**config.mk**
```make
export PLATFORM = sky130hd
export DESIGN_NAME = benes_stage_pipe
export DESIGN_NICKNAME = d
export VERILOG_FILES = /design/src/rtl/benes_stage_pipe.sv
export SDC_FILE = /design/constraint.sdc
export NUM_CORES = 1
export LEC_CHECK = 0
export ABC_CLOCK_PERIOD_IN_PS = 3300
export BUFFER_PORTS_ARGS = -buffer_cell sky130_fd_sc_hd__buf_2
export CAP_MARGIN = 25
export CORE_AREA = 2 2 89 91
export CTS_CLUSTER_DIAMETER = 60
export DETAILED_ROUTE_END_ITERATION = 8
export DIE_AREA = 0 0 91 93
export SLEW_MARGIN = 30
export SYNTH_ARGS = -nofsm -noshare
export SYNTH_HDL_FRONTEND = slang
export SYNTH_SLANG_ARGS = --single-unit
```
**constraint.sdc**
```tcl
create_clock -name clk -period 3.3 [get_ports clk]
set_clock_uncertainty 0.2 [all_clocks]
set_input_delay 0.495 -clock clk [delete_from_list [all_inputs] [get_ports clk]]
set_output_delay 0.495 -clock clk [all_outputs]
set_load 0.005 [all_outputs]
```
**src/rtl/benes_stage_pipe.sv**
```systemverilog
// benes_stage_pipe
// One pipelined stage of a Benes network. The N_PORTS input words are routed
// through N_PORTS/2 2x2 switches. Each switch is either straight or cross. The
// routed vector is then captured in a ready/valid output register. The switch
// configuration is double-buffered: writes go to a shadow register, and a
// commit copies the shadow into the active set atomically. Stages can therefore
// be chained into a stallable network and reconfigured between vectors.
//
// Ports:
//   clk          clock; all state updates on the rising edge
//   rst          synchronous active-high reset
//   i_port       input word per port (unpacked array of N_PORTS words)
//   i_valid      i_port holds a valid vector
//   i_ready      stage accepts the vector this cycle
//   o_port       registered routed vector
//   o_valid      o_port valid
//   o_ready      downstream accepts o_port
//   cfg_wr       load cfg_data into the shadow configuration
//   cfg_data     new switch settings, bit i controls switch i
//   cfg_commit   copy shadow into the active configuration
//   switch_set   active configuration
//   cfg_pending  shadow differs from active (written but not yet committed)

module benes_stage_pipe #(
  parameter  int N_PORTS = 8,
  parameter  int DATA_W  = 4,
  localparam int N_SW    = N_PORTS / 2
) (
  input  logic              clk,
  input  logic              rst,
  input  logic [DATA_W-1:0] i_port [N_PORTS],
  input  logic              i_valid,
  output logic              i_ready,
  output logic [DATA_W-1:0] o_port [N_PORTS],
  output logic              o_valid,
  input  logic              o_ready,
  input  logic              cfg_wr,
  input  logic [N_SW-1:0]   cfg_data,
  input  logic              cfg_commit,
  output logic [N_SW-1:0]   switch_set,
  output logic              cfg_pending
);

  logic [DATA_W-1:0] routed   [N_PORTS];
  logic [DATA_W-1:0] o_port_q [N_PORTS];
  logic [DATA_W-1:0] o_port_d [N_PORTS];
  logic              o_valid_q, o_valid_d;
  logic [N_SW-1:0]   active_q, active_d;
  logic [N_SW-1:0]   shadow_q, shadow_d;
  logic              cfg_pending_q, cfg_pending_d;
  logic              accept;

  // The ready signal depends only on registered state and o_ready. This keeps
  // any path from i_valid back to i_ready out of a chained network.
  assign i_ready = o_ready | ~o_valid_q;
  assign accept  = i_valid & i_ready;

  // Switch crossbar. The currently active configuration steers it, so a
  // vector accepted in a commit cycle still sees the old settings.
  always_comb begin
    for (int i = 0; i < N_SW; i++) begin
      if (active_q[i]) begin
        routed[2*i]   = i_port[2*i+1];
        routed[2*i+1] = i_port[2*i];
      end else begin
        routed[2*i]   = i_port[2*i];
        routed[2*i+1] = i_port[2*i+1];
      end
    end
  end

  // Output register. It loads only on accept. Otherwise it drains when the
  // downstream takes the word, and holds while stalled.
  always_comb begin
    o_port_d  = o_port_q;
    o_valid_d = o_valid_q;
    if (accept) begin
      o_port_d  = routed;
      o_valid_d = 1'b1;
    end else if (o_ready) begin
      o_valid_d = 1'b0;
    end
  end

  // Configuration double buffer. When a write and a commit occur together,
  // the new data goes straight through to the active set.
  always_comb begin
    shadow_d = shadow_q;
    active_d = active_q;
    if (cfg_wr) begin
      shadow_d = cfg_data;
    end
    if (cfg_commit) begin
      active_d = cfg_wr ? cfg_data : shadow_q;
    end
    cfg_pending_d = (shadow_d != active_d);
  end

  always_ff @(posedge clk) begin
    if (rst) begin
      for (int k = 0; k < N_PORTS; k++) begin
        o_port_q[k] <= '0;
      end
      o_valid_q     <= 1'b0;
      active_q      <= '0;
      shadow_q      <= '0;
      cfg_pending_q <= 1'b0;
    end else begin
      o_port_q      <= o_port_d;
      o_valid_q     <= o_valid_d;
      active_q      <= active_d;
      shadow_q      <= shadow_d;
      cfg_pending_q <= cfg_pending_d;
    end
  end

  assign o_port      = o_port_q;
  assign o_valid     = o_valid_q;
  assign switch_set  = active_q;
  assign cfg_pending = cfg_pending_q;

  // Simulation-only checks.
  if ((N_PORTS < 2) || ((N_PORTS % 2) != 0)) begin : g_param_check
    $error("benes_stage_pipe: N_PORTS must be even and >= 2");
  end

  // Flat copy of the output register. It lets the stall check use $stable.
  logic [N_PORTS*DATA_W-1:0] o_port_flat;
  always_comb begin
    for (int k = 0; k < N_PORTS; k++) begin
      o_port_flat[k*DATA_W +: DATA_W] = o_port_q[k];
    end
  end

  a_hold_stable: assert property (@(posedge clk) disable iff (rst)
    (o_valid_q && !o_ready) |=> ($stable(o_port_flat) && o_valid_q));

endmodule

```
==> flow_summary_export.csv <==
group,metric,value,unit
hold_path,holdCritStartpoint,"cfg_data[2]",
cts,clock-sinks,42,
pwr,leakage,1.02,nW
hold_path,min_path_cells,3,
final_layout,layout-drive-gt1-share,36.5,%
setup_path,r2r_setup_slack,1.67,ns
final_layout,multiInputGateArea,896,µm²
cts,clk_latency,0.29,ns
yosys,syn_area,1850,µm²
die,ios,81,
cts,cts_root_buffer,"clkbuf_8",
setup_path,critical_path.top_delay_family,"flip-flops",
final_layout,fillCellCount,833,
cts,cts_made_buffers,5,
timing,tightest_slew,0.810,ns
setup_path,worstSetupStartpointType,"register",
cts,postCtsResizedCells,0,
final_layout,area_growth,29.9,%
place,dp_slack,1.39,ns
global_routing,antenna_found_initial,0,
timing,fmax,511,MHz
cts,cts_max_level,2,
flow_run,drv_cap,0,
die,die_area,8460,µm²
yosys,ys_types,16,
setup_path,reg2reg_depth,2,
setup_path,r2r_start,"switch_set[2]",
pwr,p_per_area,491,nW/µm²
detailed_routing,drt_iter0_drc,41,
setup_path,cp_max_fo,11,
timing,setup_viol,0,
setup_path,cp_data_required_time,2.60,ns
setup_path,worst-path-buf-inv,1,
final_layout,final_cells,357,
setup_path,crit_type,"register to primary output",
timing,slew_headroom,46.0,%
yosys,syn_avg_cell_area,9.88,µm²
die,die_w,91,µm
global_routing,grt_max_degree,43,
die,start_util,24.5,%
cts,cts_tree,"done",
place,routabilityCongestion,0.671,
cts,clk_pin_slew_worst_paths,0.08,ns
global_routing,grt_pass1_vias,1576,
cts,postCtsHoldBufs,0,
cts,cts_setup_buffers,0,
die,fp.coreArea,7530,µm²
yosys,synth_cells,187,
pwr,ir_worst_vdd,0.170,mV
place,hpwl,3.56,mm
setup_path,slowest_stage,"dfxtp_1",
setup_path,path_cells,"buf_2",
pwr,finalPower,1.18,mW
yosys,synth-seq-cells,42,
global_routing,track_usage,12.1,%
place,io_buffers,80,
timing,drv_slew,0,
timing,finalCriticalPeriod,1.96,ns
final_layout,post-route-util,31.9,%
setup_path,cp.depth,1,
global_routing,grt_pass1_wl,8.07,mm
status,status,"finished, final reports clean",
setup_path,critPathCaptureType,"primary output",
cts,clockBufferDepth,2,
detailed_routing,ant_nets,0,
setup_path,setup.worst_path.end,"switch_set[2]",
detailed_routing,viasPerCell,4.62,
yosys,yosysSeqAreaShare,45.5,%
die,row_count,32,
global_routing,grt.overflow.total,0,
detailed_routing,dr_total_vias,1649,
hold_path,hold_class,"primary input to register",
timing,timing.final.crit_share,59.3,%
final_layout,final_common_cell,"buf_2",
yosys,yosys_warnings,0,
die,chipHeight,93,µm
timing,fin_ws,1.34,ns
detailed_routing,drt_wl_total,5.10,mm
final_layout,register_area,841,µm²
setup_path,cp.arrival,1.26,ns
final_layout,finalNetCount,296,
timing,rsz0062_at_grt,"no",
detailed_routing,firstDrtPassIters,4,
place,placedCellCount,349,
final_layout,num_antenna_cells,0,
timing,setup-tns-final,0,ns
detailed_routing,wire_per_inst,14.3,µm
detailed_routing,drc_errors,0,
yosys,syn_nets,229,
setup_path,r2r-end,"cfg_pending",
setup_path,max_stage_delay,0.74,ns
timing,hold_viol,0,
setup_path,setup.worst_path.start,"switch_set[2]",
final_layout,layout_common_cells,"80 x buf_2, 42 x dfxtp_1, 36 x a211oi_1, 34 x mux2i_1, 33 x a21oi_1",
[layer usage]
layer	share of wire (%)	routed length, µm	global-route usage (%)	vias to the layer above
met5	0	0	0	-
met4	1.0	51	3.03	0
met3	5.3	271	3.46	5
met2	48	2440	20.3	46
met1	46	2340	15.2	777
li1	-	-	-	821
[where the power goes]
group	internal, mW	switching, mW
registers	0.547	0.0362
clock network	0.223	0.176
logic	0.100	0.0965
total	0.870	0.309
[state kept, by name, indices dropped and copies added, names as in the netlist]
| register | cells |
|---|---|
| shadow_q | 4 |
| switch_set | 4 |
| cfg_pending | 1 |
| o_valid | 1 |
| o_port | 32 |
[metrics by stage]
step,hold WS (ns),area (µm²)
finish,0.292,2400
global route,0.298,2400
CTS,0.282,2400
detailed placement,0.309,2290
global placement,0.303,2290
floorplan,0.291,1850
[worst min path at each step]
stage          slack, ns           to
5_1_grt             0.30  shadow_q[2]
2_1_floorplan       0.29  shadow_q[1]
3_3_place_gp        0.30    o_port[3]
6_report            0.29  shadow_q[2]
4_1_cts             0.28  shadow_q[2]
3_5_place_dp        0.31    o_port[8]
[synthesized netlist by cell type]
master / number / area (µm²)
a211oi_1: 36 / 270
a21oi_1: 33 / 165
and2_1: 1 / 6.26
buf_1: 2 / 7.51
buf_2: 7 / 35.0
buf_6: 1 / 11.3
clkbuf_1: 12 / 45.0
clkbuf_4: 1 / 7.51
dfxtp_1: 42 / 841
inv_1: 1 / 3.75
mux2i_1: 34 / 340
mux2i_2: 2 / 27.5
nand2b_1: 1 / 6.26
nor2_1: 9 / 33.8
o41a_1: 1 / 11.3
xnor2_1: 4 / 35.0
[kinds of logic (layout without fill, tap and decap cells)]
family	after synthesis	in the layout	synth area share, %
compound gates	70	70	24.2
flops	42	42	45.5
mux	36	36	19.9
buf+inv	24	92	5.96
simple gates	11	11	2.51
xor+xnor	4	4	1.90
[layout make-up]
cell class | instances | area share, %
repair buffers | 83 | 17.6
clock inverters | 3 | 1.67
flip-flops and latches | 42 | 35.0
multi-input cells | 121 | 37.3
clock buffers | 5 | 2.87
inverters | 1 | 0.156
well taps | 102 | 5.32
Power figures use the tool's default switching activity.
